===== config.mk =====
export PLATFORM = sky130hd
export DESIGN_NAME = ecc_hamming_decoder_pipe
export DESIGN_NICKNAME = d
export VERILOG_FILES = /design/src/rtl/ecc_hamming_pkg.sv /design/src/rtl/ecc_hamming_syndrome.sv /design/src/rtl/ecc_hamming_decoder_pipe.sv
export SDC_FILE = /design/constraint.sdc
export NUM_CORES = 1
export LEC_CHECK = 0
export BUFFER_PORTS_ARGS = -buffer_cell sky130_fd_sc_hd__buf_2
export CAP_MARGIN = 20
export CORE_MARGIN = 2
export CORE_UTILIZATION = 30
export DETAILED_ROUTE_END_ITERATION = 10
export GPL_TIMING_DRIVEN = 1
export MAX_ROUTING_LAYER = met4
export PLACE_DENSITY = 0.52
export SKIP_CTS_REPAIR_TIMING = 1
export SLEW_MARGIN = 20
export SYNTH_ARGS = -nofsm -noshare
export SYNTH_HDL_FRONTEND = slang
export SYNTH_SLANG_ARGS = --single-unit

===== constraint.sdc =====
create_clock -name clk -period 1.61 [get_ports clk]
set_input_delay 0.161 -clock clk [delete_from_list [all_inputs] [get_ports clk]]
set_output_delay 0.161 -clock clk [all_outputs]
set_load 0.1 [all_outputs]

===== src/rtl/ecc_hamming_pkg.sv =====
// Shared helpers for the Hamming decoder pipeline: codeword position arithmetic and error classes.
package ecc_hamming_pkg;

    typedef enum logic [1:0] {
        CLEAN = 2'd0,
        SEC   = 2'd1,
        DED   = 2'd2
    } err_class_e;

    function automatic bit is_pow2(input int unsigned v);
        return (v != 0) && ((v & (v - 1)) == 0);
    endfunction

    function automatic int unsigned syn_width(input int unsigned c);
        return $clog2(c + 1);
    endfunction

    // 1-based codeword position carrying data bit k: the k-th non-power-of-two position.
    function automatic int unsigned data_pos(input int unsigned k);
        int unsigned seen = 0;
        int unsigned pos  = 0;
        for (int unsigned j = 1; j < 256; j++) begin
            if (!is_pow2(j)) begin
                if (seen == k && pos == 0) pos = j;
                seen++;
            end
        end
        return pos;
    endfunction

endpackage


===== src/rtl/ecc_hamming_syndrome.sv =====
// Combinational Hamming syndrome plus overall parity over a C-bit codeword (positions 1..C = bits 0..C-1).
module ecc_hamming_syndrome
    import ecc_hamming_pkg::*;
#(
    parameter int C  = 7,
    parameter int SW = syn_width(C)
) (
    input  logic [C-1:0]  cw_i,
    input  logic          extra_par_i,
    output logic [SW-1:0] syn_o,
    output logic          par_o
);

    always_comb begin
        syn_o = '0;
        for (int k = 0; k < SW; k++) begin
            for (int j = 1; j <= C; j++) begin
                if (((j >> k) & 1) != 0) begin
                    syn_o[k] = syn_o[k] ^ cw_i[j-1];
                end
            end
        end
        par_o = (^cw_i) ^ extra_par_i;
    end

endmodule


===== src/rtl/ecc_hamming_decoder_pipe.sv =====
// Two-stage Hamming SEC/SECDED decoder, error counters only with ECC_HAMMING_ERR_CNT_EN defined.
// Latency 2 cycles; valid/ready backpressure stalls both stages and holds out_* while stalled.
module ecc_hamming_decoder_pipe
    import ecc_hamming_pkg::*;
#(
    parameter int D      = 4,
    parameter int DW     = D,
    parameter int C      = 7,
    parameter int SECDED = 1,
    localparam int P     = C - D,
    localparam int CW    = DW + P,
    localparam int EW    = syn_width(C)
) (
    input  logic          clk,
    input  logic          rst,
    input  logic          in_valid,
    output logic          in_ready,
    input  logic [CW-1:0] in_codeword,
    input  logic          in_extra_parity,
    output logic          out_valid,
    input  logic          out_ready,
    output logic [DW-1:0] out_data,
    output logic          out_sec,
    output logic          out_ded,
    output logic [EW-1:0] out_err_pos,
    input  logic          cnt_clr,
    output logic [15:0]   sec_cnt,
    output logic [15:0]   ded_cnt
);

    localparam logic [EW-1:0] CW_POS = EW'(CW);

    if (P < 2 || DW > D) begin : g_bad_cfg
        $error("ecc_hamming_decoder_pipe: configuration needs C-D >= 2 and DW <= D");
    end

    logic          s1_valid_q;
    logic [C-1:0]  s1_cw_q;
    logic [EW-1:0] s1_syn_q;
    logic          s1_par_q;
    logic [C-1:0]  cw_ext;
    logic [EW-1:0] syn;
    logic          par;
    logic          advance;

    logic          out_valid_q;
    logic [DW-1:0] out_data_q, out_data_d;
    logic          out_sec_q, out_sec_d;
    logic          out_ded_q, out_ded_d;
    logic [EW-1:0] out_pos_q, out_pos_d;
    err_class_e    cls;
    logic          flip;
    logic [C-1:0]  fixed_cw;

    // Shortened codes: positions above CW are absent and read as zero.
    always_comb begin
        cw_ext = '0;
        cw_ext[CW-1:0] = in_codeword;
    end

    ecc_hamming_syndrome #(
        .C  (C),
        .SW (EW)
    ) u_syndrome (
        .cw_i        (cw_ext),
        .extra_par_i (in_extra_parity),
        .syn_o       (syn),
        .par_o       (par)
    );

    assign advance  = !out_valid_q || out_ready;
    assign in_ready = !s1_valid_q || advance;

    always_ff @(posedge clk) begin
        if (rst) begin
            s1_valid_q <= 1'b0;
            s1_cw_q    <= '0;
            s1_syn_q   <= '0;
            s1_par_q   <= 1'b0;
        end else if (in_ready) begin
            s1_valid_q <= in_valid;
            if (in_valid) begin
                s1_cw_q  <= cw_ext;
                s1_syn_q <= syn;
                s1_par_q <= par;
            end
        end
    end

    // A syndrome pointing past CW names a zero-filled position, so it can only be a multi-bit error.
    always_comb begin
        cls  = CLEAN;
        flip = 1'b0;
        if (SECDED != 0 && s1_par_q) begin
            if (s1_syn_q == '0) begin
                cls = SEC;
            end else if (s1_syn_q <= CW_POS) begin
                cls  = SEC;
                flip = 1'b1;
            end else begin
                cls = DED;
            end
        end else if (s1_syn_q != '0) begin
            if (SECDED == 0 && s1_syn_q <= CW_POS) begin
                cls  = SEC;
                flip = 1'b1;
            end else begin
                cls = DED;
            end
        end
    end

    always_comb begin
        fixed_cw = s1_cw_q;
        for (int j = 1; j <= C; j++) begin
            if (flip && s1_syn_q == EW'(j)) fixed_cw[j-1] = ~s1_cw_q[j-1];
        end
    end

    for (genvar k = 0; k < DW; k++) begin : g_data
        assign out_data_d[k] = fixed_cw[data_pos(k) - 1];
    end

    assign out_sec_d = (cls == SEC);
    assign out_ded_d = (cls == DED);
    assign out_pos_d = flip ? s1_syn_q : '0;

    always_ff @(posedge clk) begin
        if (rst) begin
            out_valid_q <= 1'b0;
            out_data_q  <= '0;
            out_sec_q   <= 1'b0;
            out_ded_q   <= 1'b0;
            out_pos_q   <= '0;
        end else if (advance) begin
            out_valid_q <= s1_valid_q;
            if (s1_valid_q) begin
                out_data_q <= out_data_d;
                out_sec_q  <= out_sec_d;
                out_ded_q  <= out_ded_d;
                out_pos_q  <= out_pos_d;
            end
        end
    end

    assign out_valid   = out_valid_q;
    assign out_data    = out_data_q;
    assign out_sec     = out_sec_q;
    assign out_ded     = out_ded_q;
    assign out_err_pos = out_pos_q;

`ifdef ECC_HAMMING_ERR_CNT_EN
    logic [15:0] sec_cnt_q, ded_cnt_q;
    logic        out_fire;

    assign out_fire = out_valid_q && out_ready;

    always_ff @(posedge clk) begin
        if (rst || cnt_clr) begin
            sec_cnt_q <= '0;
            ded_cnt_q <= '0;
        end else if (out_fire) begin
            if (out_sec_q && sec_cnt_q != 16'hFFFF) sec_cnt_q <= sec_cnt_q + 16'd1;
            if (out_ded_q && ded_cnt_q != 16'hFFFF) ded_cnt_q <= ded_cnt_q + 16'd1;
        end
    end

    assign sec_cnt = sec_cnt_q;
    assign ded_cnt = ded_cnt_q;
`else
    logic unused_cnt_clr;
    assign unused_cnt_clr = cnt_clr;
    assign sec_cnt        = '0;
    assign ded_cnt        = '0;
`endif

endmodule


==> results of run 1 <==
==> layer usage <==
metal,share of wire,global-route usage,vias to the layer above
li1,-,-,434
met1,0.49,0.125,390
met2,0.44,0.129,38
met3,0.062,0.0171,4
met4,0.015,0.0469,0
met5,0,-,-
==> layout make-up <==
type	count	area, um2
Fill cell	410	2410
Timing Repair Buffer	25	148
Sequential cell	19	385
Inverter	3	15.0
Clock buffer	4	45.0
Tap cell	48	60.1
Multi-Input combinational cell	100	598
==> path summary, 6_finish.rpt <==
kind / end / start / slack (ns) / cells past startpoint
max: in_ready / s1_valid_q$_SDFFE_PP0N_ / 0.13 / 3
min: s1_cw_q[2]$_SDFFE_PP0P_ / in_codeword[2] / 0.21 / 3
max reg2reg: s1_syn_q[0]$_SDFFE_PP0P_ / s1_valid_q$_SDFFE_PP0N_ / 0.20 / 5
min reg2reg: out_sec$_SDFFE_PP0P_ / out_sec$_SDFFE_PP0P_ / 0.48 / 2
==> sequential cells by signal (all words and copies together) (netlist names) <==
| register | count |
|---|---|
| out_data | 4 |
| out_ded | 1 |
| out_err_pos | 3 |
| out_sec | 1 |
| out_valid | 1 |
| s1_cw_q | 4 |
| s1_par_q | 1 |
| s1_syn_q | 3 |
| s1_valid_q | 1 |
==> critical path: cells and delay by family, from the launching register on <==
| kind | cells | cell delay, ns |
|---|---|---|
| simple gates | 1 | 0.29 |
| flops | 1 | 0.42 |
| buf+inv | 2 | 0.35 |
==> synth_stat cells (all sizes together) <==
| master | instances |
|---|---|
| a211oi | 3 |
| a21oi | 19 |
| a311oi | 5 |
| and3b | 1 |
| buf | 35 |
| clkbuf | 4 |
| conb | 1 |
| dfxtp | 19 |
| inv | 3 |
| nand2b | 1 |
| nand3 | 6 |
| nand4 | 4 |
| nand4b | 2 |
| nor2 | 1 |
| nor2b | 1 |
| nor3 | 1 |
| o21ai | 10 |
| or3 | 1 |
| or4 | 1 |
| xnor2 | 5 |
| xnor3 | 2 |
| xor2 | 4 |
| xor3 | 1 |
==> per-stage QoR <==
| stage | setup slack [ns] | power, W | area (um2) | setup TNS, ns | util |
|---|---|---|---|---|---|
| floorplan | 0.148 | 0.00113 | 1260 | 0 | - |
| global placement | 0.149 | 0.00112 | 1180 | 0 | 0.324 |
| detailed placement | 0.126 | 0.00112 | 1180 | 0 | 0.324 |
| CTS | -0.141 | 0.00145 | 1230 | -0.141 | 0.336 |
| global route | 0.0702 | 0.00150 | 1250 | 0 | 0.342 |
| finish | 0.126 | 0.00144 | 1250 | 0 | 0.342 |
==> kinds of logic (layout without fill, tap and decap cells) <==
family | count (synthesis) | in the layout | synth area share
AO/OA/AOI/OAI | 37 | 37 | 0.185
flip-flops | 19 | 19 | 0.333
other | 1 | 32 | 0.00328
buffers and inverters | 42 | 32 | 0.246
XOR/XNOR | 12 | 12 | 0.130
AND/OR/NAND/NOR | 19 | 19 | 0.102
==> where the power goes <==
group	internal [W]	switching, W
Combinational	0.0000922	0.000489
Sequential	0.000501	0.0000347
Clock	0.000176	0.000151
==> impl_metrics.ini, run 1 <==
[yosys]
synth.avg_cell_area_um2 = 8.79
synth.top_cell.area_share = 0.333
ys_warn_count = 0
ys_ff_latch = 19
syn_inst = 130
synth.distinct_cells = 25
synth.cell_area_um2 = 1140
synthTopCellsByArea = dfxtp_1 33%, buf_4 21%, a21oi_1 8.3%, o21ai_0 4.4%, a311oi_1 3.8%
yosysSeqAreaShare = 0.333
synth_top_area_cell = dfxtp_1

[worst_setup_path]
startpoint_type = register
worstPathArrival_ns = 1.32
cpMaxStageDelayCell = dfxtp_2
cp.required_ns = 1.45
end_kind = primary output
crit_path_cell_trace = and3b_2, clkinvlp_4, buf_12
max_stage_delay_ns = 0.42
crit_fanout = 10
critPathKind = register to primary output

[die]
die_area_um2 = 4320
top_level_ports = 56
initial_core_util = 0.312
die_w_um = 65.7
coreArea_um2 = 3660
die_h_um = 65.7
num_rows = 22

[final_layout]
area_growth_pct = 9.53
final_common_cell = conb_1
fin_cells = 199
final_cell_mix = 32 x conb_1, 21 x buf_2, 19 x a21oi_1
layout-drive-gt1-share = 0.219
n_antenna_cell = 0
nets = 165

[sta]
rsz0062_at_grt = no
fmax_mhz = 674
hold_ws_ns = 0.205
min_period_ns = 1.48
clock_skew_ns = 0.00625
fin_crit_sh = 0.922
finalSetupViolCount = 0
slew_viol_final = 0
hold_viol = 0

[clock_network]
cts_buffer_depth = 2
clkLatencyLatePin_ns = 0.25
cts_made_buffers = 3
htree_levels = 1
cts-root-buf = clkbuf_8
cts_tree = built
cts.sinks = 19
clk_pin_slew_ns = 0.07

[placed_design]
dp_hpwl_mm = 1.54
place_congestion = 0.727
place_inst = 193
portBuffers = 22

[route]
vias = 866
ant_nets = 0
wl_mm = 2.06
viasPerCell = 4.35
first_pass_iters = 4
first_iter_violations = 19
drc = 0
wl_per_cell_um = 10.4

[global_routing]
grt_pass1_vias = 685
overflow = 0
grt_first_pass_wirelength_mm = 3.02
antenna_found_initial = 0
grt_max_degree = 20
grtUsageTotal = 0.0918

[min_path]
worst_hold_path_type = primary input to register

[flow_run]
cap_violations = 0

[run_status]
run_status = complete, no violations

[power_and_ir_drop]
leakagePower_nw = 0.549
irDropWorstVdd_v = 0.000323
p_per_area_nw_per_um2 = 1150
(Power assumes the default switching activity.)
==> run 2: changes to the inputs <==
Settings changed: RECOVER_POWER set to 25.
==> impl_metrics.ini, run 2 (synthesis results as in run 1) <==
[die]
coreArea_um2 = 3660
die_w_um = 65.7
die_area_um2 = 4320
num_rows = 22
die_h_um = 65.7
initial_core_util = 0.312
top_level_ports = 56

[worst_setup_path]
cpMaxStageDelayCell = dfxtp_2
cp.required_ns = 1.45
end_kind = primary output
crit_fanout = 10
path_delay_family = flip-flops
worstPathArrival_ns = 1.32
cp.buffers_inverters = 2
critPathKind = register to primary output
startpoint_type = register
max_stage_delay_ns = 0.42
crit_path_cell_trace = and3b_2, clkinvlp_4, buf_12

[final_layout]
final_cell_mix = 32 x conb_1, 19 x a21oi_1, 19 x buf_2
final_common_cell = conb_1
n_antenna_cell = 0
layout-drive-gt1-share = 0.212
nets = 165
area_growth_pct = 9.20
stdcell_area_um2 = 1250

[clock_network]
clkLatencyLatePin_ns = 0.25
cts-root-buf = clkbuf_8
clk_pin_slew_ns = 0.07
htree_levels = 1
cts.sinks = 19
cts_buffer_depth = 2
cts_tree = built
cts_made_buffers = 3

[route]
ant_nets = 0
drc = 0
wl_per_cell_um = 10.4
vias = 869
first_pass_iters = 4
wl_mm = 2.07
viasPerCell = 4.37
first_iter_violations = 15

[placed_design]
dp_hpwl_mm = 1.54
placed_cell_area_um2 = 1180
portBuffers = 22
place_congestion = 0.727
dp_slack_ns = 0.126

[global_routing]
overflow = 0
grt_max_degree = 20
grtUsageTotal = 0.0918
grt_first_pass_wirelength_mm = 3.02
grt_pass1_vias = 685
antenna_found_initial = 0

[min_path]
worst_hold_path_type = primary input to register

[sta]
clock_skew_ns = 0.00624
fin_setup_tns_ns = 0
slew_viol_final = 0
finalSetupViolCount = 0
min_period_ns = 1.48
worst_slew_pin_slew_ns = 0.541
slew_headroom = 0.641
rsz0062_at_grt = no
fin_crit_sh = 0.921
fin_ws_ns = 0.127
fmax_mhz = 675
hold_viol = 0

[flow_run]
cap_violations = 0

[power_and_ir_drop]
p_per_area_nw_per_um2 = 1160
leakagePower_nw = 0.547
irDropWorstVdd_v = 0.000323

[run_status]
run_status = complete, no violations
run 2: cell types whose count changed in the layout (fill, tap and decap cells not counted), sizes merged:
cell    change
clkbuf      +2
buf         -2
run 2: path summary, 6_finish.rpt:
check,from,end,slack (ns),cells after the start
worst max-delay path,s1_valid_q$_SDFFE_PP0N_,in_ready,0.13,3
worst min-delay path,in_codeword[2],s1_cw_q[2]$_SDFFE_PP0P_,0.20,3
worst min register to register,out_sec$_SDFFE_PP0P_,out_sec$_SDFFE_PP0P_,0.48,2
worst max register to register,s1_valid_q$_SDFFE_PP0N_,s1_syn_q[0]$_SDFFE_PP0P_,0.20,5
run 2: report_power, final:
group / internal [W] / switching (W) / leakage (nW)
Sequential: 0.000501 / 0.0000350 / 0.156
Combinational: 0.0000921 / 0.000489 / 0.368
Clock: 0.000176 / 0.000152 / 0.0228
run 2: worst min-delay path: stages:
cell,delay [ns]
buf_2,0.12
nand3_1,0.07
a21oi_1,0.06
run 2: cell type report:
class | instances | area, um2
well taps | 48 | 60.1
flip-flops and latches | 19 | 382
inverters | 3 | 15.0
clock buffers | 4 | 45.0
fillers | 412 | 2410
repair buffers | 25 | 148
multi-input cells | 100 | 598
run 2: layer usage:
metal	wire length (um)	part of all wire	global-route usage
met1	1010	0.49	0.125
met2	904	0.44	0.129
met3	127	0.061	0.0171
met4	31	0.015	0.0469
met5	0	0	-
run 2: metrics by stage:
stage               cells   util  hold slack [ns]  power (W)
finish                199  0.341            0.205    0.00145
global route          199  0.341            0.211    0.00150
CTS                   197  0.336            0.204    0.00145
detailed placement    193  0.324            0.467    0.00112
global placement      193  0.324            0.464    0.00112
floorplan             161      -            0.309    0.00113
